**config.mk**
```make
export PLATFORM = sky130hd
export DESIGN_NAME = blink_sequencer
export DESIGN_NICKNAME = d
export VERILOG_FILES = /design/src/rtl/blink_pkg.sv /design/src/rtl/blink_phase_timer.sv /design/src/rtl/blink_sequencer.sv
export SDC_FILE = /design/constraint.sdc
export NUM_CORES = 1
export LEC_CHECK = 0
export CORE_MARGIN = 2
export CORE_UTILIZATION = 40
export DETAILED_ROUTE_END_ITERATION = 7
export PLACE_DENSITY = 0.57
export RECOVER_POWER = 25
export SLEW_MARGIN = 30
export SYNTH_ARGS = -nofsm -noshare
export SYNTH_HDL_FRONTEND = slang
export SYNTH_HIERARCHICAL = 1
export SYNTH_SLANG_ARGS = --single-unit
export TNS_END_PERCENT = 100
```
**constraint.sdc**
```tcl
create_clock -name hwclk -period 5.7 [get_ports hwclk]
set_input_delay 0.57 -clock hwclk [delete_from_list [all_inputs] [get_ports hwclk]]
set_output_delay 0.57 -clock hwclk [all_outputs]
set_load 0.02 [all_outputs]
```
**src/rtl/blink_pkg.sv**
```systemverilog
// Purpose : shared types, tick constants and packed-parameter field extraction for the LED blink engine.
// Latency : n/a (types and constant functions only).
// Backpressure: n/a.
package blink_pkg;

    typedef enum logic [1:0] {
        IDLE = 2'd0,
        ON   = 2'd1,
        OFF  = 2'd2,
        FIN  = 2'd3
    } blink_state_t;

    // Phase lengths in cycles of the 12 MHz board clock.
    localparam logic [31:0] TICKS_0P5S = 32'd6000000;
    localparam logic [31:0] TICKS_1S   = 32'd12000000;
    localparam logic [31:0] TICKS_0P2S = 32'd2400000;

    // Packed pattern tables are zero-extended to PACK_MAX bits before field
    // extraction; a single field is at most FIELD_MAX bits wide.
    localparam int PACK_MAX  = 1024;
    localparam int FIELD_MAX = 32;

    // Returns entry idx (width w) of a packed table; entry 0 sits in the LSBs.
    function automatic logic [FIELD_MAX-1:0] pat_field(input logic [PACK_MAX-1:0] vec,
                                                       input int idx,
                                                       input int w);
        logic [PACK_MAX-1:0]  shifted;
        logic [FIELD_MAX-1:0] mask;
        shifted = vec >> (idx * w);
        // For w == FIELD_MAX the shift yields 0 and the subtraction wraps to all ones.
        mask    = (FIELD_MAX'(1) << w) - FIELD_MAX'(1);
        return FIELD_MAX'(shifted) & mask;
    endfunction

endpackage

```
**src/rtl/blink_phase_timer.sv**
```systemverilog
// Purpose : loadable down-counter timing one ON or OFF phase of the blink sequence.
// Latency : expire is high while the count is 0; load takes effect on the next edge.
// Backpressure: none; en simply holds the count when low, and the count never wraps below 0.
//
// Ports: hwclk clock, reset sync active-high, load/load_val preset, en count enable,
//        expire high when the count has reached 0.
module blink_phase_timer #(
    parameter int TICK_W = 32
) (
    input  logic              hwclk,
    input  logic              reset,
    input  logic              load,
    input  logic [TICK_W-1:0] load_val,
    input  logic              en,
    output logic              expire
);

    logic [TICK_W-1:0] cnt;

    always_ff @(posedge hwclk) begin
        if (reset) begin
            cnt <= '0;
        end else if (load) begin
            cnt <= load_val;
        end else if (en && (cnt != '0)) begin
            cnt <= cnt - 1'b1;
        end
    end

    assign expire = (cnt == '0);

endmodule

```
**src/rtl/blink_sequencer.sv**
```systemverilog
// Purpose : plays one of NUM_PATTERNS stored on/off blink patterns on a single LED per start request.
// Latency : start accepted in IDLE -> led high on the next cycle; busy = N*(on+off)+1 cycles.
// Backpressure: start is ignored while busy (no queueing); abort returns to IDLE on the next edge.
//
// Ports: hwclk clock, reset sync active-high, start request (IDLE only), pattern_sel index
//        (out-of-range selects pattern 0), abort, led (1 = lit), busy, done (1-cycle pulse).
// Optional: define BLINK_SEQ_LOOP_EN to add input 'loop'; loop=1 at FIN restarts the
//        pattern without a done pulse.
module blink_sequencer
    import blink_pkg::*;
#(
    parameter int                             NUM_PATTERNS = 4,
    parameter int                             TICK_W       = 32,
    parameter int                             CNT_W        = 4,
    parameter logic [NUM_PATTERNS*TICK_W-1:0] PAT_ON       = {4{TICKS_0P5S}},
    parameter logic [NUM_PATTERNS*TICK_W-1:0] PAT_OFF      = {4{TICKS_1S}},
    parameter logic [NUM_PATTERNS*CNT_W-1:0]  PAT_CNT      = {4{4'd3}},
    localparam int                            SEL_W        = (NUM_PATTERNS > 1) ? $clog2(NUM_PATTERNS) : 1
) (
    input  logic             hwclk,
    input  logic             reset,
    input  logic             start,
    input  logic [SEL_W-1:0] pattern_sel,
    input  logic             abort,
`ifdef BLINK_SEQ_LOOP_EN
    input  logic             loop,
`endif
    output logic             led,
    output logic             busy,
    output logic             done
);

    localparam logic [PACK_MAX-1:0] ON_X  = PACK_MAX'(PAT_ON);
    localparam logic [PACK_MAX-1:0] OFF_X = PACK_MAX'(PAT_OFF);
    localparam logic [PACK_MAX-1:0] CNT_X = PACK_MAX'(PAT_CNT);

    // A phase of length 0 is stretched to 1 cycle; the timer runs from len-1 down to 0.
    function automatic logic [TICK_W-1:0] phase_load(input logic [TICK_W-1:0] len);
        return (len == '0) ? '0 : (len - 1'b1);
    endfunction

    // Per-pattern timer preload values and blink counts.
    logic [TICK_W-1:0] on_ld_tab  [NUM_PATTERNS];
    logic [TICK_W-1:0] off_ld_tab [NUM_PATTERNS];
    logic [CNT_W-1:0]  cnt_tab    [NUM_PATTERNS];

    for (genvar i = 0; i < NUM_PATTERNS; i++) begin : g_tab
        localparam logic [TICK_W-1:0] ON_LEN  = TICK_W'(pat_field(ON_X,  i, TICK_W));
        localparam logic [TICK_W-1:0] OFF_LEN = TICK_W'(pat_field(OFF_X, i, TICK_W));
        assign on_ld_tab[i]  = phase_load(ON_LEN);
        assign off_ld_tab[i] = phase_load(OFF_LEN);
        assign cnt_tab[i]    = CNT_W'(pat_field(CNT_X, i, CNT_W));
    end

    logic [SEL_W-1:0] sel_idx;
    assign sel_idx = (32'(pattern_sel) < NUM_PATTERNS) ? pattern_sel : '0;

    blink_state_t      state, state_nxt;
    logic [TICK_W-1:0] on_ld, off_ld;
    logic [CNT_W-1:0]  cnt_lat, blink_cnt, blink_nxt;
    logic              accept, blink_clr, blink_inc;
    logic              tmr_load, tmr_en, tmr_expire;
    logic [TICK_W-1:0] tmr_load_val;

    assign blink_nxt = blink_cnt + 1'b1;

    always_ff @(posedge hwclk) begin
        if (reset) begin
            state     <= IDLE;
            on_ld     <= '0;
            off_ld    <= '0;
            cnt_lat   <= '0;
            blink_cnt <= '0;
        end else begin
            state <= state_nxt;
            if (accept) begin
                on_ld   <= on_ld_tab[sel_idx];
                off_ld  <= off_ld_tab[sel_idx];
                cnt_lat <= cnt_tab[sel_idx];
            end
            if (blink_clr) begin
                blink_cnt <= '0;
            end else if (blink_inc) begin
                blink_cnt <= blink_nxt;
            end
        end
    end

    always_comb begin
        state_nxt    = state;
        accept       = 1'b0;
        blink_clr    = 1'b0;
        blink_inc    = 1'b0;
        tmr_load     = 1'b0;
        tmr_load_val = on_ld;
        tmr_en       = 1'b0;
        case (state)
            IDLE: begin
                // start beats a simultaneous abort here; abort alone has no effect.
                if (start) begin
                    accept    = 1'b1;
                    blink_clr = 1'b1;
                    if (cnt_tab[sel_idx] == '0) begin
                        state_nxt = FIN;
                    end else begin
                        state_nxt    = ON;
                        tmr_load     = 1'b1;
                        // Latches are not yet valid this cycle, so preload from the table.
                        tmr_load_val = on_ld_tab[sel_idx];
                    end
                end
            end
            ON: begin
                if (abort) begin
                    state_nxt = IDLE;
                end else if (tmr_expire) begin
                    state_nxt    = OFF;
                    tmr_load     = 1'b1;
                    tmr_load_val = off_ld;
                end else begin
                    tmr_en = 1'b1;
                end
            end
            OFF: begin
                if (abort) begin
                    state_nxt = IDLE;
                end else if (tmr_expire) begin
                    blink_inc = 1'b1;
                    if (blink_nxt == cnt_lat) begin
                        state_nxt = FIN;
                    end else begin
                        state_nxt    = ON;
                        tmr_load     = 1'b1;
                        tmr_load_val = on_ld;
                    end
                end else begin
                    tmr_en = 1'b1;
                end
            end
            FIN: begin
                if (abort) begin
                    state_nxt = IDLE;
`ifdef BLINK_SEQ_LOOP_EN
                end else if (loop) begin
                    state_nxt    = ON;
                    blink_clr    = 1'b1;
                    tmr_load     = 1'b1;
                    tmr_load_val = on_ld;
`endif
                end else begin
                    state_nxt = IDLE;
                end
            end
            default: state_nxt = IDLE;
        endcase
    end

    blink_phase_timer #(
        .TICK_W (TICK_W)
    ) u_timer (
        .hwclk    (hwclk),
        .reset    (reset),
        .load     (tmr_load),
        .load_val (tmr_load_val),
        .en       (tmr_en),
        .expire   (tmr_expire)
    );

    assign led  = (state == ON);
    assign busy = (state != IDLE);
    // An abort (or a loop restart) in FIN suppresses the completion pulse.
`ifdef BLINK_SEQ_LOOP_EN
    assign done = (state == FIN) && !abort && !loop;
`else
    assign done = (state == FIN) && !abort;
`endif

endmodule
```
==> results of run 1 <==
## cells in the final DEF, fill, tap and decap left out, types with 7 or more instances in the layout
cell type / synthesis / final
dfxtp_1: 39 / 39
o31ai_1: 9 / 9
or4_1: 9 / 9
ha_1: 7 / 7
nor3_1: 10 / 9
or3_1: 12 / 12
a311oi_1: 12 / 12
inv_1: 9 / 9
nand2_1: 19 / 19
xnor2_1: 7 / 7
a211oi_1: 9 / 9
nor2_1: 36 / 36
a21oi_1: 7 / 7
conb_1: 1 / 10
## final timing paths
kind | cells past startpoint | slack (ns) | start | to
max | 12 | 1.63 | u_timer/cnt[0] | u_timer/cnt[9]
min | 2 | 0.50 | blink_cnt[1] | blink_cnt[1]
max reg2reg | 12 | 1.63 | u_timer/cnt[0] | u_timer/cnt[9]
min reg2reg | 2 | 0.50 | blink_cnt[1] | blink_cnt[1]
## worst reg2reg max path, stage by stage, from the launching register on
cell and delay [ns]:
dfxtp_1 0.35, inv_1 0.10, ha_1 0.22, nor3b_1 0.36, nand4_1 0.44, nor3_1 0.60, and3b_1 0.36, nand2b_1 0.08
o22ai_1 0.12, buf_4 0.22, clkinv_2 0.61, nor2_1 0.34, a311oi_2 0.07
## state kept, by name (all words and copies together), names as in the netlist
register     cells
u_timer/cnt     32
state            2
blink_cnt        4
on_ld            1
## per-stage QoR
step	total power (W)	instance area [um2]	cells
after floorplan	0.0004941	2517	301
after global placement	0.0005383	2621	369
after detailed placement	0.0005418	2626	369
after CTS	0.0007914	2744	377
after global routing	0.0008291	2726	377
final	0.0007783	2726	377
## power breakdown
group,switching [W],internal [W]
clock,0.000105,0.000142
combinational,0.000122,0.0000770
sequential,0.0000324,0.000301
total,0.000259,0.000519
## kinds of logic after synthesis
| family | after synthesis | synth area share (%) |
|---|---|---|
| AND/OR/NAND/NOR | 126 | 29.32 |
| buffers and inverters | 25 | 4.131 |
| adder cells (fa/ha/maj) | 7 | 3.526 |
| flip-flops | 39 | 31.44 |
| other | 1 | 0.1510 |
| AO/OA/AOI/OAI | 82 | 27.20 |
| XOR/XNOR | 12 | 4.232 |
## layout make-up
class | count | area share, %
sequential | 39 | 28.64
timing repair buffer | 8 | 2.616
clock buffer | 6 | 3.029
inverter | 10 | 1.423
multi-input combinational | 237 | 59.57
clock inverter | 2 | 1.285
tap | 75 | 3.442
## per-layer routing
metal / vias to the layer above / track usage [%] / wire length (um)
met5: - / 0 / 0
met3: 8 / 3.571 / 114
li1: 1137 / - / -
met1: 1044 / 24.68 / 2883
met2: 17 / 30.08 / 2546
met4: 0 / 5.902 / 48
==> flow_summary_export.csv, run 1 <==
group,metric,value,unit
synthesis,synth-seq-cells,39,
place,port_buffers,6,
critical_path,path_max_fanout,54,
sta,hold_viol_final,0,
critical_path,startpoint_type,"flip-flop",
drt,drt_iter0_markers,115,
sta,tns,0,ns
synthesis,synth_edf_count,0,
critical_path,cp_num_buf_inv,3,
synthesis,yosys.area.top_type_share,31.44,%
critical_path,critPathArrivalTime,4.16,ns
critical_path,slowest_stage,"nor3_1",
critical_path,slowest_delay,0.60,ns
job,drv_cap,1,
grt,grt_pass1_vias,2059,
clock_network,cts.sinks,39,
sta,period_share,71.36,%
place,detailedPlace.worstSlack,2.071,ns
sta,worst_slack,1.632,ns
drt,viasPerCell,5.851,
synthesis,syn_inst,292,
critical_path,path_class,"flip-flop to flip-flop",
die,die_h,82.80,um
clock_network,clockRootBuffer,"clkbuf_8",
pwr,power_density,285.5,mW/mm2
clock_network,h-tree-depth,2,
sta,fin_skew,0.007825,ns
pwr,ir_worst_vdd,0.0001261,V
die,die_x,82.80,um
sta,drv_slew,42,
sta,setup_viol,0,
clock_network,ctsLongestPathBuffers,2,
layout,multi_input_area,0.001624,mm2
clock_network,cts_hold_buf,0,
synthesis,synth_common_cells,"dfxtp_1 (39), nor2_1 (36), nand2_1 (19), clkbuf_1 (13)",
grt,grt_max_degree,55,
synthesis,ys_seq_area_share,31.44,%
clock_network,clk_latency,0.30,ns
grt,grt_pass1_wl,9.811,mm
sta,fin_hold_ws,0.5045,ns
die,io_pins,9,
grt,track_usage,18.50,%
clock_network,cts_buffers,5,
synthesis,netlist_area,0.002484,mm2
clock_network,clkTransAtPathRegs,0.08,ns
critical_path,crit_path_end_kind,"flip-flop",
synthesis,synth.largest_area_cell,"dfxtp_1",
synthesis,yosys_warnings,6,
place,place_congestion,0.8056,
layout,nets,314,
run_status,violations,"max-capacitance violations, max-slew violations",
drt,num_vias,2206,
synthesis,synth.distinct_cells,61,
place,place_hpwl,3.752,mm
grt,grt-ovfl-total,0,
clock_network,cts_tree,"built",
layout,fillers,597,
sta,slew-limit-headroom,-35.71,%
clock_network,ctsResizeCount,0,
die,num_rows,28,
synthesis,avgSynthCellArea,8.506,um2
sta,rsz0062_at_grt,"no",
layout,utilization,45.78,%
drt,routed_wl,5.593,mm
sta,worst_pin_slew,2.036,ns
clock_network,cts_setup_buffers,0,
grt,antenna_found_initial,0,
synthesis,synth-main-ff-cell,"dfxtp_1",
critical_path,cpLargestDelayFamily,"simple AND/OR/NAND/NOR gates",
pwr,leakage,0.9058,nW
critical_path,crit_required,5.79,ns
die,coreArea,0.005956,mm2
layout,regArea,780.7,um2
drt,routedWlPerCell,14.84,um
sta,max_freq,245.8,MHz
drt,firstDrtPassIters,4,
drt,final_antenna_net_count,0,
synthesis,async_flop_share,0,%
layout,syn2layout_area_growth,9.773,%
synthesis,synthTopCellsByArea,"dfxtp_1 (31%), nor2_1 (5.4%), a311oi_1 (4.2%)",
critical_path,path_cells,"inv_1 -> ha_1 -> nor3b_1 -> nand4_1 -> nor3_1 -> and3b_1 -> nand2b_1 -> o22ai_1 -> buf_4 -> clkinv_2 -> nor2_1 -> a311oi_2",
hold_path,hold_path.class,"flip-flop to flip-flop",
layout,diodes,0,
synthesis,synth_most_common_cell,"dfxtp_1",
layout,drive_gt1_share,8.940,%
drt,drt_drc_violations_left,0,
run_status,outcome,"finished with violations",
sta,finalCriticalPeriod,4.068,ns
die,start_util,41.70,%
die,dieArea,0.006855,mm2
Power figures use the tool's default switching activity.
==> inputs of run 2 (changes only) <==
--- a/config.mk
+++ b/config.mk
@@ -8,7 +8,7 @@
 export CORE_MARGIN = 2
 export CORE_UTILIZATION = 40
 export DETAILED_ROUTE_END_ITERATION = 7
-export PLACE_DENSITY = 0.57
+export PLACE_DENSITY = 0.59
 export RECOVER_POWER = 25
 export SLEW_MARGIN = 30
 export SYNTH_ARGS = -nofsm -noshare
==> constraint.sdc (replaced) <==
create_clock -name hwclk -period 3.6 [get_ports hwclk]
set_input_delay 0.36 -clock hwclk [delete_from_list [all_inputs] [get_ports hwclk]]
set_output_delay 0.36 -clock hwclk [all_outputs]
set_load 0.02 [all_outputs]
==> flow_summary_export.csv, run 2 (synthesis results as in run 1) <==
group,metric,value,unit
layout,layout_common_cells,"dfxtp_1 (39), nor2_1 (36), nand2_1 (19)",
pwr,leakage,0.9506,nW
sta,slew-limit-headroom,46.09,%
place,port_buffers,6,
sta,hold_viol_final,0,
drt,firstDrtPassIters,5,
clock_network,clkTransAtPathRegs,0.08,ns
grt,grt_pass1_vias,2064,
layout,largest-register,"u_timer/cnt",
hold_path,hold_path.class,"flip-flop to flip-flop",
layout,stdcell_count,383,
drt,drt_drc_violations_left,0,
die,die_x,82.80,um
place,place_congestion,0.7985,
place,dpl.cell_count,375,
job,drv_cap,0,
drt,num_vias,2220,
grt,track_usage,18.47,%
layout,utilization,47.31,%
sta,rsz0062_at_grt,"no",
clock_network,clockRootBuffer,"clkbuf_8",
grt,grt-ovfl-total,0,
sta,fin_skew,0.007755,ns
layout,syn2layout_area_growth,13.45,%
critical_path,startpoint_type,"flip-flop",
clock_network,cts_hold_buf,0,
die,io_pins,9,
pwr,power_density,463.1,mW/mm2
sta,max_freq,307.1,MHz
run_status,outcome,"complete, no violations",
layout,diodes,0,
drt,viasPerCell,5.796,
place,detailedPlace.worstSlack,0.05948,ns
layout,nets,320,
sta,finalCriticalPeriod,3.256,ns
clock_network,cts_tree,"built",
drt,routedWlPerCell,14.85,um
clock_network,clk_latency,0.30,ns
drt,final_antenna_net_count,0,
drt,drt_iter0_markers,96,
die,dieArea,0.006855,mm2
critical_path,crit_path_end_kind,"flip-flop",
die,die_h,82.80,um
critical_path,path_class,"flip-flop to flip-flop",
critical_path,crit_required,3.76,ns
layout,final_common_cell,"dfxtp_1",
grt,antenna_found_initial,0,
die,num_rows,28,
clock_network,cts.sinks,39,
pwr,ir_worst_vdd,0.0002022,V
sta,setup_viol,0,
pwr,total_power,0.001305,W
die,start_util,41.70,%
layout,reg_top3,"u_timer/cnt (32), blink_cnt (4), state (2)",
critical_path,reg2reg_slack,0.34,ns
sta,tns,0,ns
layout,largest_reg_flops,32,
grt,grt_max_degree,35,
place,place_hpwl,4.024,mm
drt,routed_wl,5.687,mm
clock_network,ctsLongestPathBuffers,2,
clock_network,cts_buffers,5,
clock_network,cts_setup_buffers,0,
grt,grt_pass1_wl,9.749,mm
sta,worst_slack,0.3441,ns
layout,drive_gt1_share,11.04,%
sta,drv_slew,0,
sta,worst_pin_slew,0.8060,ns
critical_path,path_max_fanout,34,
die,coreArea,0.005956,mm2
critical_path,critPathArrivalTime,3.41,ns
sta,period_share,90.44,%
clock_network,h-tree-depth,2,
run 2: cell types whose count changed in the layout (fill, tap and decap cells not counted), sizes merged:
| cell | previous run | this run |
|---|---|---|
| buf | 1 | 8 |
| bufinv | 1 | 2 |
| clkbuf | 7 | 6 |
| clkdlybuf4s50 | 3 | 2 |
| clkinv | 2 | 0 |
| dlygate4sd3 | 3 | 4 |
| inv | 9 | 10 |
run 2: through the flow:
| step | hold WS (ns) | instance area [um2] |
|---|---|---|
| finish | 0.4983 | 2818 |
| global route | 0.5268 | 2818 |
| CTS | 0.4982 | 2811 |
| detailed placement | 0.4862 | 2679 |
| global placement | 0.4823 | 2679 |
| floorplan | 0.4324 | 2517 |
run 2: final cells by class:
class	instances	area, um2
clock inverters	2	60.06
inverters	10	37.54
fillers	620	3138
well taps	75	93.84
flip-flops and latches	39	780.7
repair buffers	14	132.6
multi-input cells	237	1640
clock buffers	6	72.57
run 2: worst paths after layout:
check                                       end            start  depth (start not counted)
worst max register to register  u_timer/cnt[15]  u_timer/cnt[24]                         11
worst max-delay path            u_timer/cnt[15]  u_timer/cnt[24]                         11
worst min register to register     blink_cnt[1]     blink_cnt[1]                          2
worst min-delay path               blink_cnt[1]     blink_cnt[1]                          2
run 2: per-layer routing:
metal	share of wire (%)	vias up	wire, um	GRT usage (%)
li1	-	1145	-	-
met1	49	1042	2811	24.54
met2	47	31	2668	30.16
met3	3.2	2	180	4.870
met4	0.47	0	27	3.934
met5	0	-	0	0
run 2: report_power, final:
part	internal [W]	leakage, nW	switching, W
combinational	0.000138	0.563	0.000202
sequential	0.000476	0.322	0.0000510
clock	0.000277	0.0654	0.000161
run 2: repair_timing:
action / CTS / global route
gates resized for setup: 0 / 2
setup endpoints to repair: 0 / 12
endpoints found under the hold margin: 0 / 0
run 2: worst max-delay path, stage by stage, from the launching register on:
cell      delay [ns]
dfxtp_1         0.35
or4_1           0.59
or3_4           0.44
nor3_2          0.31
nor2b_1         0.27
a22oi_1         0.10
o22ai_1         0.19
buf_4           0.22
inv_2           0.19
buf_12          0.23
nor2_1          0.14
a311oi_2        0.06
